File: src/rtl/uart_bus_master.sv
// UART command decoder that issues single-word reads/writes on a valid/ready memory bus.
// Optional bus-wait abort is enabled by defining UART_BUS_MASTER_TIMEOUT_EN.
module uart_bus_master #(
    parameter int TIMEOUT_CYCLES = 1024
) (
    input  logic        clk,
    input  logic        resetn,
    input  logic [7:0]  rx_tdata,
    input  logic        rx_tvalid,
    output logic        rx_tready,
    output logic [7:0]  tx_tdata,
    output logic        tx_tvalid,
    input  logic        tx_tready,
    output logic        mem_valid,
    output logic        mem_instr,
    input  logic        mem_ready,
    output logic [31:0] mem_addr,
    output logic [31:0] mem_wdata,
    output logic [3:0]  mem_wstrb,
    input  logic [31:0] mem_rdata,
    output logic        busy
);
    localparam logic [7:0] OP_WRITE = 8'h57;
    localparam logic [7:0] OP_READ  = 8'h52;
    localparam logic [7:0] RSP_ACK  = 8'h06;
    localparam logic [7:0] RSP_NAK  = 8'h15;

    typedef enum logic [2:0] {IDLE, ADDR, DATA, BUS, RESP} state_t;

    state_t      state, state_next;
    logic [1:0]  cnt;
    logic [1:0]  resp_last;
    logic        is_write;
    logic [23:0] rdata_q;
    logic        rx_fire, tx_fire, bus_done, bus_abort, bad_op;

    assign rx_fire   = rx_tvalid && rx_tready;
    assign tx_fire   = tx_tvalid && tx_tready;
    assign bus_done  = (state == BUS) && mem_ready;
    assign bad_op    = (rx_tdata != OP_WRITE) && (rx_tdata != OP_READ);
    assign mem_instr = 1'b0;
    assign busy      = (state != IDLE);

`ifdef UART_BUS_MASTER_TIMEOUT_EN
    logic [15:0] tmo_cnt;

    // Counter sits at zero outside BUS so it starts from zero on every bus entry.
    always_ff @(posedge clk) begin
        if (!resetn) begin
            tmo_cnt <= '0;
        end else if (state != BUS) begin
            tmo_cnt <= '0;
        end else begin
            tmo_cnt <= tmo_cnt + 16'd1;
        end
    end

    assign bus_abort = (state == BUS) && !mem_ready && (tmo_cnt == 16'(TIMEOUT_CYCLES - 1));
`else
    logic unused_timeout;
    assign unused_timeout = (TIMEOUT_CYCLES == 0);
    assign bus_abort      = 1'b0;
`endif

    always_ff @(posedge clk) begin
        if (!resetn) begin
            state <= IDLE;
        end else begin
            state <= state_next;
        end
    end

    always_comb begin
        state_next = state;
        case (state)
            IDLE: if (rx_fire) state_next = bad_op ? RESP : ADDR;
            ADDR: if (rx_fire && cnt == 2'd3) state_next = is_write ? DATA : BUS;
            DATA: if (rx_fire && cnt == 2'd3) state_next = BUS;
            BUS:  if (bus_done || bus_abort) state_next = RESP;
            RESP: if (tx_fire && cnt == resp_last) state_next = IDLE;
            default: state_next = IDLE;
        endcase
    end

    // Handshake outputs are registered from the next state so they line up with it.
    always_ff @(posedge clk) begin
        if (!resetn) begin
            rx_tready <= 1'b0;
            mem_valid <= 1'b0;
            mem_addr  <= '0;
            mem_wdata <= '0;
            mem_wstrb <= '0;
            tx_tvalid <= 1'b0;
            tx_tdata  <= '0;
            cnt       <= '0;
            resp_last <= '0;
            is_write  <= 1'b0;
            rdata_q   <= '0;
        end else begin
            rx_tready <= (state_next == IDLE) || (state_next == ADDR) || (state_next == DATA);
            mem_valid <= (state_next == BUS);
            mem_wstrb <= ((state_next == BUS) && is_write) ? 4'hF : 4'h0;
            case (state)
                IDLE: begin
                    if (rx_fire) begin
                        is_write <= (rx_tdata == OP_WRITE);
                        if (bad_op) begin
                            tx_tvalid <= 1'b1;
                            tx_tdata  <= RSP_NAK;
                            resp_last <= 2'd0;
                        end
                    end
                end
                ADDR: begin
                    // Low two bits only ever shift downwards, so zeroing them each step is safe.
                    if (rx_fire) begin
                        mem_addr <= {rx_tdata, mem_addr[31:10], 2'b00};
                        cnt      <= cnt + 2'd1;
                    end
                end
                DATA: begin
                    if (rx_fire) begin
                        mem_wdata <= {rx_tdata, mem_wdata[31:8]};
                        cnt       <= cnt + 2'd1;
                    end
                end
                BUS: begin
                    if (bus_done) begin
                        tx_tvalid <= 1'b1;
                        rdata_q   <= mem_rdata[31:8];
                        if (is_write) begin
                            tx_tdata  <= RSP_ACK;
                            resp_last <= 2'd0;
                        end else begin
                            tx_tdata  <= mem_rdata[7:0];
                            resp_last <= 2'd3;
                        end
                    end else if (bus_abort) begin
                        tx_tvalid <= 1'b1;
                        tx_tdata  <= RSP_NAK;
                        resp_last <= 2'd0;
                    end
                end
                RESP: begin
                    if (tx_fire) begin
                        if (cnt == resp_last) begin
                            tx_tvalid <= 1'b0;
                            cnt       <= 2'd0;
                        end else begin
                            tx_tdata <= rdata_q[7:0];
                            rdata_q  <= {8'h00, rdata_q[23:8]};
                            cnt      <= cnt + 2'd1;
                        end
                    end
                end
                default: ;
            endcase
        end
    end
endmodule

File: config.mk
export PLATFORM = sky130hd
export DESIGN_NAME = uart_bus_master
export DESIGN_NICKNAME = d
export VERILOG_FILES = /design/src/rtl/uart_bus_master.sv
export SDC_FILE = /design/constraint.sdc
export NUM_CORES = 1
export LEC_CHECK = 0
export CORE_MARGIN = 5
export CORE_UTILIZATION = 51
export CTS_CLUSTER_DIAMETER = 120
export CTS_CLUSTER_SIZE = 25
export DETAILED_ROUTE_END_ITERATION = 16
export PLACE_DENSITY = 0.94
export SLEW_MARGIN = 10
export SYNTH_ARGS = -nofsm -noshare
export SYNTH_HDL_FRONTEND = slang
export SYNTH_SLANG_ARGS = --single-unit
File: constraint.sdc
create_clock -name clk -period 2.8 [get_ports clk]
set_input_delay 0.28 -clock clk [delete_from_list [all_inputs] [get_ports clk]]
set_output_delay 0.28 -clock clk [all_outputs]
set_load 0.02 [all_outputs]
==> out/metrics.yaml, run 1 <==
grt-ovfl-total: 0
fill_cells: 624
viasPerCell: 5.49
whs_path_depth: 2
yosysWarnings: 0
avgSynthCellArea_um2: 8.09
cts_resized: 0
post_cts_buffers: 0
wl_um: 11500
ys_ff_latch: 105
synth_edf_count: 0
finalCritPeriodShare_pct: 84.9
finalCriticalPeriod_ps: 2380
synth-seq-area-share_pct: 49.3
antenna_left: 0
placementRows: 33
cts_sinks: 105
antenna_cells: 0
crit_path_start_kind: "register"
syn_to_final_growth_pct: 33.4
endpoint_kind: "register"
nets: 672
slew_headroom_pct: 45.4
dp_hpwl_um: 8230
grt_antenna_before_repair: 0
globalplace.congestion: 0.806
drc: 0
ir_worst_vdd_mv: 0.339
portBuffers: 122
maxCapViolations: 0
utilization_pct: 69.6
ys.flop_type: "dfxtp_1"
required_ps: 3070
final_cells: 736
dr.first_iter.drc_count: 255
worst_slew_pin_slew_ps: 813
cp.arrival_ps: 2650
setup_viol: 0
io_pins: 126
slew_violations: 0
cts_root_buf: "clkbuf_8"
cts_tree: "built"
clkTransAtPathRegs_ps: 110
grt_max_degree: 39
die_h_um: 101
synth_cell_types: 51
netlist_area_mm2: 0.00426
p_leak_uw: 0.00191
core-area_mm2: 0.00818
vias: 4040
grt_first_pass_wirelength_um: 18500
dr.pass1.iters: 5
max_freq_mhz: 420
hold_viol_final: 0
min_path_type: "register to register"
fp.dieW_um: 101
grt.total_usage_pct: 22.1
tns_ps: 0
wl_per_cell_um: 15.7
numCtsBuffers: 9
drive_above_1_share_pct: 5.71
reg2regPathDepth: 4
place_area_mm2: 0.00549
power_uw: 2630
hold_buffers: 0
dpl.cell_count: 720
criticalPathCategory: "register to register"
grt_pass1_vias: 3839
netlist_instances: 527
worstSkewPairLatency_ps: 360
grt_setup_unrepaired: "false"
finalClockSkew_ps: 17.4
crit_fanout: 22
htree_levels: 3
status: "complete, no violations"
fin_area_mm2: 0.00569
cts_buffer_depth: 2
dieArea_mm2: 0.0103
start_util_pct: 52.1
synthArstFlopShare_pct: 0
pwr_density_cell_mw_per_mm2: 462
Yosys cell counts (3+ instances only):
cell	n	share of area, %
nor3_1	19	2.2
a21oi_1	78	9.2
mux2i_1	7	1.6
inv_1	3	0.26
buf_4	9	1.6
dfxtp_1	105	49
nand4_1	4	0.59
a311oi_1	16	3.3
nand2_1	181	16
nand3_1	11	1.3
nor2_1	5	0.44
and2_1	4	0.59
and3_1	3	0.44
clkbuf_1	34	3.0
nand2b_1	4	0.59
a22o_1	4	0.82
cells in the final DEF, fill, tap and decap left out, types with 3 or more instances in the layout:
cell,instances
a22o_1,4
nand4_1,4
and2_1,4
and3_1,3
nand2_1,181
dfxtp_1,105
clkinv_4,3
a311oi_1,16
mux2i_1,7
nor3_1,18
clkdlybuf4s50_1,122
buf_4,9
nand3_1,11
a21oi_1,78
conb_1,3
clkbuf_8,11
nor2_1,5
nand2b_1,4
state kept, by name, summed over array words and instances, names as in the netlist:
register	cells
mem_wdata	32
rdata_q	24
tx_tvalid	1
mem_valid	1
state	3
tx_tdata	8
rx_tready	1
resp_last	1
mem_wstrb	1
is_write	1
mem_addr	30
cnt	2
logic make-up (layout without fill, tap and decap cells):
family,count (synthesis),in the layout,synth area share [%]
and+or+nand+nor,250,250,26.5
AOI/OAI and AO/OA,113,113,16.3
DFF,105,105,49.3
buffers and inverters,49,151,5.69
muxes,7,7,1.64
adders and majority gates,1,1,0.293
other,1,3,0.0880
xor gates and xnor gates,1,1,0.205
layout make-up:
| class | instances | area (um2) | area share (%) |
|---|---|---|---|
| multi-input cells | 375 | 1940 | 34.1 |
| clock buffers | 11 | 151 | 2.66 |
| flip-flops and latches | 105 | 2100 | 37.0 |
| repair buffers | 132 | 1310 | 23.0 |
| well taps | 105 | 131 | 2.31 |
| inverters | 3 | 11.3 | 0.198 |
| clock inverters | 5 | 46.3 | 0.814 |
through the flow:
step	hold WS (ps)	worst slack (ps)
2_1_floorplan	416	897
3_3_place_gp	442	613
3_5_place_dp	451	484
4_1_cts	464	446
5_1_grt	484	247
6_report	462	422
path summary, 6_finish.rpt:
kind | from | end | slack, ps
worst max-delay path | state[2] | rdata_q[15] | 420
worst max register to register | state[2] | rdata_q[15] | 420
worst min register to register | mem_wdata[3] | mem_wdata[3] | 460
worst min-delay path | mem_wdata[3] | mem_wdata[3] | 460
power breakdown:
group          switching (uW)  leakage [uW]  internal, uW
Sequential               9.49      0.000846          1500
Clock                     524      0.000102           387
Combinational             102      0.000963           101
metal layers:
metal | global-route usage [%] | share of wire [%] | vias up
li1 | - | - | 1987
met1 | 26.9 | 41 | 1894
met2 | 38.1 | 50 | 140
met3 | 6.06 | 7.6 | 19
met4 | 6.95 | 1.6 | 0
met5 | 0 | 0 | -
critical path: stages, from the launching register on:
cell and delay (ps):
dfxtp_1 520, or3b_4 560, nor4_4 780, nor3_1 110
a311oi_1 310
No activity file was read; power rests on OpenSTA's default activity.
==> run 2, diff against run 1 <==
CORE_UTILIZATION = 47   (was 51)
PLACE_DENSITY = 0.89   (was 0.94)
clock period = 2.3 ns   (was 2.8 ns; I/O delays follow)
==> run 2 against run 1 <==
Global-route usage decreased by 1.6 points. Clock skew down 4.5 ps. Final cell count rose by 1.1%. Count of clock-buffer cells in the layout is 1 lower. Sequential power up 22%. Worst setup slack worse by 100 ps. Sequential share of layout area shrank 0.39 points. Non-clock buffer count rose by 6. Power rose by 22%. Wire length increased by 0.38%. Worst hold slack lost 37 ps. Sequential cell count unchanged. Critical path type is now register to output port. Largest power group unchanged. Highest routed layer unchanged.
==> out/metrics.yaml, run 2 (same netlist as run 1, synthesis figures left out) <==
crit_family: "buffers and inverters"
post-place-ws_ps: 176  # -308 ps
grt.total_usage_pct: 20.6  # -1.6 points
grt_pass1_vias: 3944  # +2.7%
share_comb_of_total_power_pct: 8.2  # +0.4 points
r2r_setup_slack_ps: 360  # -60 ps
start_util_pct: 48.6  # -3.5 points
dr.first_iter.drc_count: 321  # +26%
whs_ps: 425  # -37.1 ps
criticalPathCategory: "register to output port"
vias: 4023  # -0.42%
cts_root_buf: "clkbuf_8"
regToRegStartpoint: "state[2]"
clkTransAtPathRegs_ps: 90  # -20 ps
dp_hpwl_um: 8370  # +1.7%
grt_max_degree: 36  # -7.7%
slew_violations: 0  # unchanged
cts_resized: 0  # unchanged
ir_worst_vdd_mv: 0.326  # -3.9%
tns_ps: 0  # unchanged
p_leak_uw: 0.00194  # +1.6%
post_cts_buffers: 0  # unchanged
whs_path_depth: 3  # +1
cts_sinks: 105  # unchanged
cpMaxStageDelayCell: "clkdlybuf4s50_1"
intPower_uw: 2460  # +24%
hold_viol_final: 0  # unchanged
r2r_end: "rdata_q[4]"
p_switching_uw: 744  # +17%
required_ps: 2070  # -1000 ps
drive_above_1_share_pct: 6.29  # +0.58 points
p_clk_share_pct: 34.5  # -0.2 points
crit_path_start_kind: "register"
crit_chain: "buf_4, or3_1, clkdlybuf4s50_1"
worstSkewPairLatency_ps: 370  # about the same
finalCritPeriodShare_pct: 86.2
regMostFlops: "mem_wdata"
endpoint_kind: "output port"
wl_per_cell_um: 15.6  # -0.70%
worstHoldStart: "mem_rdata[27]"
top_regs: "mem_wdata: 32 flops, mem_addr: 30 flops, rdata_q: 24 flops"
worst_slew_pin_slew_ps: 684  # -128 ps
wl_um: 11600  # +0.38%
dieArea_mm2: 0.0111  # +7.7%
final_common_cell: "nand2_1"
portBuffers: 122  # unchanged
max_freq_mhz: 504
cp.arrival_ps: 1750  # -900 ps
slew_headroom_pct: 53.8  # +8.3 points
syn_to_final_growth_pct: 34.8
nets: 678  # +0.89%
io_pins: 126  # unchanged
htree_levels: 3  # unchanged
path_buf_inv: 2  # +2
dr.pass1.iters: 4  # -1
power_uw: 3200  # +22%
fp.dieW_um: 105  # +3.8%
layout_common_cells: "nand2_1 (181), clkdlybuf4s50_1 (122), dfxtp_1 (105)"
hold_buffers: 0  # unchanged
fill_cells: 712  # +14%
largest_reg_flops: 32  # unchanged
fin_ws_ps: 317  # -104 ps
switching_share_pct: 23.2  # -0.99 points
antenna_cells: 0  # unchanged
drc: 0  # unchanged
grt_antenna_before_repair: 0  # unchanged
viasPerCell: 5.41  # -1.5%
min_path_type: "input port to register"
grt-ovfl-total: 0  # unchanged
status: "complete, no violations"
grt_first_pass_wirelength_um: 18900  # +2.5%
crit_fanout: 9  # -59%
cpPeakStageDelay_ps: 550  # -230 ps
placementRows: 34  # +3.0%
globalplace.congestion: 0.804  # -0.17%
grt_setup_unrepaired: "false"
seqPwrFrac_pct: 57.3  # -0.2 points
finalClockSkew_ps: 12.9  # -4.54 ps
antenna_left: 0  # unchanged
reg2regPathDepth: 4  # unchanged
pwr_density_cell_mw_per_mm2: 557  # +21%
finalCriticalPeriod_ps: 1980
core-area_mm2: 0.00876  # +7.2%
numCtsBuffers: 9  # unchanged
cts_buffer_depth: 2  # unchanged
maxCapViolations: 0  # unchanged
cts_tree: "built"
setup_viol: 0  # unchanged
die_h_um: 105  # +3.8%
utilization_pct: 65.6  # -4.0 points
min_to: "rdata_q[19]"
## run 2: cell count changes in the layout (fill, tap and decap cells not counted)
cell and change:
bufinv_16 +1, clkinv_4 -3, clkbuf_8 -2, clkbuf_1 +1, clkinvlp_4 +1, buf_4 +4, buf_12 +2, clkinv_2 +2
inv_8 -1
## run 2: metal layers
layer	vias to the layer above	share of wire [%]	GRT usage [%]
met3	26	8.0	7.15
met2	140	49	34.1
met4	0	2.3	7.31
li1	2000	-	-
met1	1857	41	24.7
met5	-	0	0
## run 2: worst max path at each step
stage / start / end / slack [ps] / depth (start not counted)
3_3_place_gp: rx_tdata[7] / tx_tdata[5] / 240 / 5
6_report: state[2] / busy / 320 / 3
5_1_grt: state[2] / busy / 260 / 3
3_5_place_dp: rx_tdata[5] / tx_tdata[1] / 180 / 5
2_1_floorplan: state[2] / rdata_q[11] / 400 / 7
4_1_cts: state[1] / busy / 310 / 3
## run 2: area by class of cell
cell class | instances | area [um2] | share of cell area (%)
Clock inverter | 5 | 56.3 | 0.980
Clock buffer | 10 | 128 | 2.22
Timing Repair Buffer | 138 | 1380 | 24.0
Inverter | 3 | 11.3 | 0.196
Sequential cell | 105 | 2100 | 36.6
Multi-Input combinational cell | 375 | 1940 | 33.7
Tap cell | 108 | 135 | 2.35
## run 2: tightest hold or removal path, cell delays in order
cell and delay [ps]:
clkdlybuf4s50_1 400, nand2_1 60, a21oi_1 50
## run 2: metrics by stage
step	instance area, um2	std cells
after floorplan	4270	529
after global placement	5560	729
after detailed placement	5560	729
after CTS	5750	744
after global routing	5750	744
final	5750	744
## run 2: power by group through the flow
stage	clock, uW	combinational (uW)	sequential (uW)
floorplan	0	112	1890
global placement	0	256	1880
detailed placement	0	260	1880
CTS	1120	262	1840
global route	1210	280	1840
finish	1100	263	1840
==> run 3, diff against run 2 <==
CORE_UTILIZATION = 51   (was 47)
PLACE_DENSITY = 0.94   (was 0.89)
SLEW_MARGIN = 20   (was 10)
clock period = 2.5 ns   (was 2.3 ns; I/O delays follow)
==> run 3 against run 2 <==
Combinational power shrank 11%. First-iteration DRC count fell by 0.62%. Via count up 3.9%. Power decreased by 2.9%. Die area shrank 7.1%. Clock power is 7% higher. Largest cell class unchanged.
==> out/metrics.yaml, run 3 (same netlist as run 1, synthesis figures left out) <==
post_cts_buffers: 0  # unchanged
place_area_mm2: 0.00552  # -0.79%
maxCapViolations: 0  # unchanged
dr.first_iter.drc_count: 319  # -0.62%
crit_path_start_kind: "register"
io_pins: 126  # unchanged
cpMaxStageDelayCell: "dfxtp_1"
crit_fanout: 21  # +12
hold_viol_final: 0  # unchanged
seqPwrFrac_pct: 54.4  # -2.9 points
viasPerCell: 5.65  # +4.4%
final_common_cell: "nand2_1"
setup_viol: 0  # unchanged
wl_um: 12200  # +5.2%
crit_chain: "or3b_4, buf_4, nor4_4, buf_4, nor3_1, a311oi_1"
cts_root_buf: "clkbuf_8"
syn_to_final_growth_pct: 34.9  # about the same
endpoint_kind: "register"
max_freq_mhz: 459
start_util_pct: 52.1  # +3.5 points
dieArea_mm2: 0.0103  # -7.1%
top_regs: "mem_wdata: 32 flops, mem_addr: 30 flops, rdata_q: 24 flops"
pwr_density_cell_mw_per_mm2: 541  # -2.9%
p_switching_uw: 691  # -7.0%
regMostFlops: "mem_wdata"
numCtsBuffers: 9  # unchanged
required_ps: 2760  # +690 ps
p_clk_share_pct: 38.1  # +3.6 points
cts_tree: "built"
status: "complete, no violations"
intPower_uw: 2420  # -1.6%
min_path_type: "input port to register"
dp_hpwl_um: 8480  # +1.4%
grt_antenna_before_repair: 0  # unchanged
finalCriticalPeriod_ps: 2180
antenna_cells: 0  # unchanged
slew_violations: 0  # unchanged
finalCritPeriodShare_pct: 87.2
grt_max_degree: 48  # +33%
grt_first_pass_wirelength_um: 19300  # +1.8%
fp.dieW_um: 101  # -3.6%
crit_family: "simple AND/OR/NAND/NOR gates"
cp.arrival_ps: 2450  # +700 ps
worst_slew_pin_slew_ps: 727  # +42.5 ps
core-area_mm2: 0.00818  # -6.7%
drive_above_1_share_pct: 6.14  # -0.15 points
grt_pass1_vias: 4070  # +3.2%
cts_sinks: 105  # unchanged
cts_buffer_depth: 2  # unchanged
fin_area_mm2: 0.00575  # about the same
nets: 676  # -0.29%
placementRows: 33  # -2.9%
wl_per_cell_um: 16.5  # +5.7%
switching_share_pct: 22.2  # -0.99 points
multi_input_area_mm2: 0.00194  # unchanged
die_h_um: 101  # -3.6%
grt-ovfl-total: 0  # unchanged
share_comb_of_total_power_pct: 7.5  # -0.7 points
finalClockSkew_ps: 13.3  # +0.405 ps
cts_resized: 0  # unchanged
slew_headroom_pct: 50.9  # -2.9 points
grt_setup_unrepaired: "false"
ff_latch_area_mm2: 0.00210  # unchanged
cpPeakStageDelay_ps: 510  # -40 ps
final_cells: 740  # -0.54%
hold_buffers: 0  # unchanged
p_leak_uw: 0.00195  # +0.27%
fill_cells: 587  # -18%
grt.total_usage_pct: 23.2  # +2.7 points
criticalPathCategory: "register to register"
globalplace.congestion: 0.885  # +10%
cp_common_cell: "buf_4"
htree_levels: 3  # unchanged
portBuffers: 122  # unchanged
drc: 0  # unchanged
dr.pass1.iters: 6  # +2
tns_ps: 0  # unchanged
post-place-ws_ps: 375  # +199 ps
dpl.cell_count: 724  # -0.69%
path_buf_inv: 2  # unchanged
ir_worst_vdd_mv: 0.358  # +10%
fin_ws_ps: 319  # +1.98 ps
layout_common_cells: "nand2_1 (181), clkdlybuf4s50_1 (122), dfxtp_1 (105)"
antenna_left: 0  # unchanged
worstSkewPairLatency_ps: 360  # about the same
power_uw: 3110  # -2.9%
largest_reg_flops: 32  # unchanged
vias: 4179  # +3.9%
clkTransAtPathRegs_ps: 100  # about the same
[run 3: cell types whose count changed in the layout (fill, tap and decap cells not counted)]
| cell | before | now |
|---|---|---|
| clkinvlp_4 | 1 | 0 |
| bufinv_16 | 1 | 2 |
| clkbuf_8 | 9 | 11 |
| clkinv_2 | 2 | 1 |
| buf_12 | 3 | 1 |
[run 3: through the flow]
stage	hold WS, ps	utilization, %
after floorplan	386	-
final	447	70.3
after global placement	442	67.5
after CTS	455	70.3
after global routing	453	70.3
after detailed placement	451	67.5
[run 3: per-layer routing]
layer / track usage, % / wire, um / vias up
li1: - / - / 1998
met2: 38.7 / 6080 / 204
met5: 0 / 0 / -
met1: 27.7 / 4590 / 1936
met4: 8.38 / 347 / 0
met3: 8.26 / 1170 / 41
[run 3: worst register-to-register path: stages, from the launching register on]
cell,delay (ps)
dfxtp_1,510
or3b_4,430
buf_4,220
nor4_4,290
buf_4,260
nor3_1,90
a311oi_1,280
[run 3: path summary, 6_finish.rpt]
path | cells after the start | slack (ps) | start | end
min | 3 | 450 | mem_rdata[24] | rdata_q[16]
max | 6 | 320 | state[2] | rdata_q[12]
min reg2reg | 2 | 460 | tx_tdata[2] | tx_tdata[2]
max reg2reg | 6 | 320 | state[2] | rdata_q[12]
[run 3: power groups by stage]
| stage | logic (uW) | clock network, uW | registers [uW] |
|---|---|---|---|
| final | 233 | 1180 | 1690 |
| after global routing | 247 | 1260 | 1690 |
| after detailed placement | 227 | 0 | 1730 |
| after floorplan | 103 | 0 | 1740 |
| after global placement | 225 | 0 | 1730 |
| after CTS | 230 | 1180 | 1690 |
[run 3: layout make-up]
class | count | share of cell area (%)
multi-input cells | 375 | 33.7
inverters | 3 | 0.196
well taps | 105 | 2.29
clock inverters | 4 | 1.28
clock buffers | 12 | 2.70
flip-flops and latches | 105 | 36.6
repair buffers | 136 | 23.3
